**config.mk**
```make
export PLATFORM = sky130hd
export DESIGN_NAME = pipeline_writeback_flat
export DESIGN_NICKNAME = d
export VERILOG_FILES = /design/src/rtl/pipeline_writeback_if.sv /design/src/rtl/pipeline_writeback.sv /design/src/flat_wrapper.sv
export SDC_FILE = /design/constraint.sdc
export NUM_CORES = 1
export LEC_CHECK = 0
export ABC_AREA = 1
export CELL_PAD_IN_SITES_DETAIL_PLACEMENT = 1
export CELL_PAD_IN_SITES_GLOBAL_PLACEMENT = 1
export CORE_UTILIZATION = 36
export DETAILED_ROUTE_END_ITERATION = 16
export PLACE_DENSITY_LB_ADDON = 0.1
export SLEW_MARGIN = 30
export SYNTH_ARGS = -nofsm -noshare
export SYNTH_HDL_FRONTEND = slang
export SYNTH_SLANG_ARGS = --single-unit
```
**constraint.sdc**
```tcl
create_clock -name clk -period 2.7 [get_ports clk]
set_clock_uncertainty 0.1 [all_clocks]
set_input_delay 0.54 -clock clk [delete_from_list [all_inputs] [get_ports clk]]
set_output_delay 0.54 -clock clk [all_outputs]
set_load 0.03 [all_outputs]
```
**src/rtl/pipeline_writeback_if.sv**
```systemverilog
// Writeback-stage bus: memory-stage commit inputs, decode read ports and
// forwarding/status outputs. The stage itself is the slave; whoever feeds
// it (memory stage, decode, or a bench) uses the master modport.
interface pipeline_writeback_if;
    logic        memory_done;
    logic        memory_is_dependent;
    logic [15:0] memory_result;
    logic [15:0] memory_instr;
    logic [2:0]  rd_addr_a;
    logic [2:0]  rd_addr_b;
    logic [15:0] rd_data_a;
    logic [15:0] rd_data_b;
    logic        wb_valid;
    logic        wb_write;
    logic [2:0]  wb_dest;
    logic [15:0] wb_result;
    logic [15:0] retired_count;
    logic        halted;

    modport master (
        output memory_done, memory_is_dependent, memory_result, memory_instr,
        output rd_addr_a, rd_addr_b,
        input  rd_data_a, rd_data_b,
        input  wb_valid, wb_write, wb_dest, wb_result, retired_count, halted
    );

    modport slave (
        input  memory_done, memory_is_dependent, memory_result, memory_instr,
        input  rd_addr_a, rd_addr_b,
        output rd_data_a, rd_data_b,
        output wb_valid, wb_write, wb_dest, wb_result, retired_count, halted
    );
endinterface

```
**src/rtl/pipeline_writeback.sv**
```systemverilog
// Writeback stage: commits memory-stage results into the architectural
// register file, serves two bypassed read ports to decode, drives the
// forwarding outputs and retired-instruction counter, and halts the core
// once a HALT instruction commits.
module pipeline_writeback #(
    parameter int         NUM_REGS    = 8,
    parameter logic [3:0] HALT_OPCODE = 4'hF
) (
    input logic               clk,
    input logic               reset,
    pipeline_writeback_if.slave bus
);

    typedef enum logic {
        RUN,
        HALTED
    } state_t;

    state_t      state_q;
    state_t      state_d;
    logic        commit;
    logic        we;
    logic [2:0]  dest;
    logic [15:0] regs [NUM_REGS];

    assign dest = bus.memory_instr[11:9];

    // Commit decision, register write enable and RUN/HALTED next state.
    // NOTE: every signal gets a default first so no path leaves it unassigned and infers a latch.
    always_comb begin
        state_d = state_q;
        commit  = 1'b0;
        we      = 1'b0;
        if (state_q == RUN && bus.memory_done) begin
            commit = 1'b1;
            we     = bus.memory_is_dependent && (dest != 3'd0);
            if (bus.memory_instr[15:12] == HALT_OPCODE) begin
                state_d = HALTED;
            end
        end
    end

    // State register; only reset leaves HALTED.
    // NOTE: sequential state uses non-blocking assignments so every flop samples pre-edge values.
    always_ff @(posedge clk) begin
        if (!reset) begin
            state_q <= RUN;
        end else begin
            state_q <= state_d;
        end
    end

    // Register file; R0 is never written and is masked on read anyway.
    // NOTE: the whole file is cleared on reset because software relies on all registers reading zero afterwards.
    always_ff @(posedge clk) begin
        if (!reset) begin
            for (int i = 0; i < NUM_REGS; i++) begin
                regs[i] <= '0;
            end
        end else if (we) begin
            regs[dest] <= bus.memory_result;
        end
    end

    // Read ports with same-cycle bypass of the committing result.
    always_comb begin
        bus.rd_data_a = '0;
        bus.rd_data_b = '0;
        if (bus.rd_addr_a != 3'd0) begin
            bus.rd_data_a = (we && bus.rd_addr_a == dest) ? bus.memory_result
                                                          : regs[bus.rd_addr_a];
        end
        if (bus.rd_addr_b != 3'd0) begin
            bus.rd_data_b = (we && bus.rd_addr_b == dest) ? bus.memory_result
                                                          : regs[bus.rd_addr_b];
        end
    end

    // Forwarding outputs: valid/write pulse per commit, dest/result hold between commits.
    always_ff @(posedge clk) begin
        if (!reset) begin
            bus.wb_valid  <= 1'b0;
            bus.wb_write  <= 1'b0;
            bus.wb_dest   <= '0;
            bus.wb_result <= '0;
        end else begin
            bus.wb_valid <= commit;
            bus.wb_write <= commit && bus.memory_is_dependent;
            if (commit) begin
                bus.wb_dest   <= dest;
                bus.wb_result <= bus.memory_result;
            end
        end
    end

    // Retired-instruction counter; wraps silently.
    always_ff @(posedge clk) begin
        if (!reset) begin
            bus.retired_count <= '0;
        end else if (commit) begin
            bus.retired_count <= bus.retired_count + 16'd1;
        end
    end

    assign bus.halted = (state_q == HALTED);

endmodule

```
**src/flat_wrapper.sv**
```systemverilog
// flat-port wrapper written by rule: the top's interface ports become plain ports
module pipeline_writeback_flat 
#(
    parameter int         NUM_REGS    = 8,
    parameter logic [3:0] HALT_OPCODE = 4'hF
)
  (clk, reset, bus_memory_done, bus_memory_is_dependent, bus_memory_result, bus_memory_instr, bus_rd_addr_a, bus_rd_addr_b, bus_rd_data_a, bus_rd_data_b, bus_wb_valid, bus_wb_write, bus_wb_dest, bus_wb_result, bus_retired_count, bus_halted);
  pipeline_writeback_if bus_i ();
  input logic clk;
  input logic reset;
  input wire logic [$bits(bus_i.memory_done)-1:0] bus_memory_done;
  input wire logic [$bits(bus_i.memory_is_dependent)-1:0] bus_memory_is_dependent;
  input wire logic [$bits(bus_i.memory_result)-1:0] bus_memory_result;
  input wire logic [$bits(bus_i.memory_instr)-1:0] bus_memory_instr;
  input wire logic [$bits(bus_i.rd_addr_a)-1:0] bus_rd_addr_a;
  input wire logic [$bits(bus_i.rd_addr_b)-1:0] bus_rd_addr_b;
  output wire logic [$bits(bus_i.rd_data_a)-1:0] bus_rd_data_a;
  output wire logic [$bits(bus_i.rd_data_b)-1:0] bus_rd_data_b;
  output wire logic [$bits(bus_i.wb_valid)-1:0] bus_wb_valid;
  output wire logic [$bits(bus_i.wb_write)-1:0] bus_wb_write;
  output wire logic [$bits(bus_i.wb_dest)-1:0] bus_wb_dest;
  output wire logic [$bits(bus_i.wb_result)-1:0] bus_wb_result;
  output wire logic [$bits(bus_i.retired_count)-1:0] bus_retired_count;
  output wire logic [$bits(bus_i.halted)-1:0] bus_halted;
  assign bus_i.memory_done = bus_memory_done;
  assign bus_i.memory_is_dependent = bus_memory_is_dependent;
  assign bus_i.memory_result = bus_memory_result;
  assign bus_i.memory_instr = bus_memory_instr;
  assign bus_i.rd_addr_a = bus_rd_addr_a;
  assign bus_i.rd_addr_b = bus_rd_addr_b;
  assign bus_rd_data_a = bus_i.rd_data_a;
  assign bus_rd_data_b = bus_i.rd_data_b;
  assign bus_wb_valid = bus_i.wb_valid;
  assign bus_wb_write = bus_i.wb_write;
  assign bus_wb_dest = bus_i.wb_dest;
  assign bus_wb_result = bus_i.wb_result;
  assign bus_retired_count = bus_i.retired_count;
  assign bus_halted = bus_i.halted;
  pipeline_writeback #(.NUM_REGS(NUM_REGS), .HALT_OPCODE(HALT_OPCODE)) u_core (.clk(clk), .reset(reset), .bus(bus_i));
endmodule
```
==> key figures <==
Status
  • Status: complete, no violations

Detailed routing
  • Vias: 8863
  • DRC viols: 0
  • WL/cell: roughly 19 µm
  • Routed WL: 33.02 mm
  • DRT Pass-1 Iters: 5
  • Routed Antenna Nets: 0
  • Vias/cell: 5.156
  • Drt initial violations: 610

Global route
  • Initial antenna violation count: 0
  • Total grt overflow: 0
  • Largest net degree at the start of global routing: 43
  • First-pass GRT wire length: slightly above 50 mm
  • Vias in the first global route: 9022
  • GRT Resource Usage Total: 26.12%

Setup path
  • Delay of the slowest critical-path stage: between 0.3 and 0.4 ns
  • Crit-path cells: dlygate4sd2_1 -> buf_4 -> nand2_2 -> nand2_2 -> nor2_8 -> nand3_4 -> buf_4 -> nand2_1 -> inv_1 -> nor2_2 -> buf_4
  • CP max stage cell: dlygate4sd2_1
  • Top Family by Delay on Critical Path: buffers and inverters
  • Critical R2R Capture: u_core.regs[1][11]$_SDFFCE_PN0P_
  • Setup CP Type: input pin to output port
  • Worst reg2reg setup slack: 1.00 ns
  • Reg2Reg Depth: 8
  • Required @ worst endpoint: ~2 ns
  • R2R Path Start: u_core.bus.halted$_SDFFE_PN0P_
  • Crit path top cell by count: buf_4
  • Crit-path max FO: 5
  • CP startpoint kind: input pin
  • Nature of the critical path endpoint: output port
  • WP buf/inv: 5
  • Crit path DAT: 2.00 ns

Timing
  • RSZ-0062 raised after global routing: false
  • Final setup fails: 0
  • Final Cycle Share: 97.62%
  • Max Slew Vio Count: 0
  • Hold Slack: roughly 0.42 ns
  • Period minus WS final: 2.636 ns
  • Final hold vios: 0
  • Fmax: 0.3794 GHz

Clock network
  • Root buffer cell: clkbuf_16
  • CTS tree: yes
  • Postcts setup bufs: 0
  • Cts-stage hold buffer count: 0
  • Clk sinks: 166
  • Number of buffers created by CTS: 17
  • H-tree Lvls: 4
  • Clock latency on the worst-skew pair: 0.43 ns
  • CTS max path bufs: 2
  • Reg clk slew, reported paths: 0.08 ns

Pwr
  • Comb pwr share: between 20% and 30%
  • Clock share of power: 36.4%
  • Pint: between 0.004 and 0.005 W
  • Leakage power: 5.228 nW
  • Switching Fraction: 31.22%
  • Psw: 0.002093 W
  • Sequential Power Share: 43.7%
  • PD cells: approximately 560 nW/µm²
  • Peak supply drop: a little over 0.0004 V

Logic synthesis
  • Synth Area in XOR/XNOR: 0.6388%
  • Ys Warns: 0
  • Synth Area in Simple Gates: 39.80%
  • Post-Syn Area: 9205 µm²
  • Synth Area per Inst: about 7.6 µm²
  • Sequential element share of the synthesized area: between 50% and 60%
  • Mux contribution to synthesized area: 0%
  • Compound-Gate Fraction of Synth Area: 3.058%
  • Distinct cell type count after synthesis: 32
  • Yosys reg bits: approximately 170
  • Largest family of logic cells by synthesized area: simple AND/OR/NAND/NOR gates
  • Fraction of the mapped netlist area in adder cells: 0.1359%
  • Post-synthesis cell count: approximately 1200

Min path
  • Worst Hold Launch: u_core.bus.retired_count[3]$_SDFFE_PN0P_
  • Worst Hold End: u_core.bus.retired_count[3]$_SDFFE_PN0P_
  • Min-delay worst type: flop to flop
  • Depth of the worst hold-timing path: 1

Floorplan
  • CORE AREA: 25110 µm²
  • Die Ht: approximately 160 µm
  • Top-Level Pins: 112
  • DIE AREA: 26210 µm²
  • Die Wd: 161.9 µm
  • Std cell rows: 58
  • Initial Util: between 30% and 40%

Run
  • Max_cap viols: 0

Final layout
  • # nets final: approximately 1400
  • Post-layout util: between 40 and 50%
  • Fin cells: 1719
  • Share of layout cells above drive strength 1: 16.77%
  • # diodes: 0
  • Syn-to-layout area delta: 29.69%

Place
  • Final HPWL DP: 23.85 mm
  • Final RePlAce weighted congestion: around 0.82
  • IO Port Bufs: slightly above 100
  • Placed cell count: 1687
placed cells by master, fill, tap and decap left out, types with 3 or more instances in the layout:
| master | synthesis | final |
|---|---|---|
| a21oi_1 | 27 | 27 |
| buf_12 | 1 | 19 |
| buf_4 | 3 | 109 |
| buf_6 | 1 | 8 |
| clkbuf_16 | 0 | 17 |
| clkdlybuf4s50_1 | 0 | 59 |
| clkinv_1 | 17 | 16 |
| conb_1 | 1 | 16 |
| dfxtp_1 | 38 | 38 |
| dlygate4sd2_1 | 0 | 5 |
| edfxtp_1 | 128 | 128 |
| inv_1 | 31 | 29 |
| inv_2 | 8 | 10 |
| inv_6 | 0 | 6 |
| inv_8 | 0 | 5 |
| nand2_1 | 417 | 416 |
| nand2_2 | 11 | 11 |
| nand3_1 | 180 | 180 |
| nand4_1 | 35 | 35 |
| nor2_1 | 182 | 167 |
| nor2_2 | 10 | 24 |
| nor2_4 | 5 | 6 |
| nor3_1 | 3 | 3 |
| o21ai_0 | 28 | 28 |
power groups by stage:
stage	clock, W	sequential (W)	combinational [W]
6_report	0.00244	0.00293	0.00134
5_1_grt	0.00257	0.00294	0.00144
4_1_cts	0.00246	0.00293	0.00134
3_5_place_dp	0	0.00298	0.00131
3_3_place_gp	0	0.00298	0.00129
2_1_floorplan	0	0.00302	0.000669
timing repair:
| action | 4_1_cts | 5_1_grt |
|---|---|---|
| setup endpoints to repair | 32 | 7 |
| resized for setup | 34 | 11 |
| pin swaps | 3 | 5 |
cell usage after synthesis (all sizes together):
library cell / number / share of area [%]
nand2: 428 / 18
nor2: 199 / 9.1
nand3: 183 / 10
edfxtp: 128 / 42
buf: 54 / 3.1
inv: 39 / 1.6
dfxtp: 38 / 8.3
nand4: 35 / 2.4
o21ai: 28 / 1.5
a21oi: 27 / 1.5
clkbuf: 19 / 0.77
clkinv: 19 / 0.80
nor3: 3 / 0.16
xnor2: 3 / 0.45
xor2: 2 / 0.19
a31oi: 1 / 0.068
conb: 1 / 0.041
ha: 1 / 0.14
nand3b: 1 / 0.082
how the worst max path moves through the flow:
stage,startpoint,endpoint,slack (ns),cells past startpoint
after detailed placement,bus_memory_instr[10],bus_rd_data_b[1],-0.24,11
after floorplan,bus_rd_addr_a[2],bus_rd_data_a[11],0.24,10
after global routing,bus_memory_instr[9],bus_rd_data_b[7],0.006,11
final,bus_rd_addr_a[2],bus_rd_data_a[10],0.06,11
after CTS,bus_rd_addr_b[2],bus_rd_data_b[14],0.02,10
after global placement,bus_memory_instr[10],bus_rd_data_b[12],-0.22,11
cell families (layout without fill, tap and decap cells):
| logic type | count (synthesis) | after routing |
|---|---|---|
| and+or+nand+nor | 849 | 849 |
| DFF | 166 | 166 |
| buffers and inverters | 131 | 296 |
| AOI/OAI and AO/OA | 56 | 56 |
| xor gates and xnor gates | 5 | 5 |
| adders and majority gates | 1 | 1 |
| other | 1 | 16 |
routing by layer:
layer  track usage, %  share of wire [%]  vias to the layer above
li1                 -                  -                     4295
met3            3.958                5.0                       34
met2            41.42                 46                      213
met1            36.75                 47                     4321
met4            7.719                1.8                        0
met5                0                  0                        -
metrics by stage:
step | instance area [µm²] | setup slack [ns] | TNS, ns | total power, W
2_1_floorplan | 9261 | 0.2444 | 0 | 0.003689
3_5_place_dp | 11260 | -0.2367 | -6.103 | 0.004294
6_report | 11940 | 0.06431 | 0 | 0.006704
4_1_cts | 11930 | 0.02253 | 0 | 0.006732
3_3_place_gp | 11260 | -0.2234 | -5.789 | 0.004270
5_1_grt | 11940 | 0.006327 | 0 | 0.006956
flip-flops by register name, summed over array words and instances, names as in the netlist:
| register | count |
|---|---|
| u_core.bus.halted | 1 |
| u_core.bus.retired_count | 16 |
| u_core.bus.wb_dest | 3 |
| u_core.bus.wb_result | 16 |
| u_core.bus.wb_valid | 1 |
| u_core.bus.wb_write | 1 |
| u_core.regs | 128 |
worst register-to-register path, delay by kind of cell (launching register included):
kind	cells	cell delay, ns
buffers and inverters	2	0.25
flip-flops	1	0.36
AND/OR/NAND/NOR	6	0.69
layout make-up:
| class | instances | area (µm²) |
|---|---|---|
| fill | 3108 | 13170 |
| tap | 330 | 412.9 |
| multi-input combinational | 927 | 4149 |
| clock buffer | 19 | 442.9 |
| clock inverter | 13 | 131.4 |
| sequential | 166 | 4604 |
| inverter | 58 | 229.0 |
| timing repair buffer | 206 | 1968 |
(Power assumes the default switching activity.)
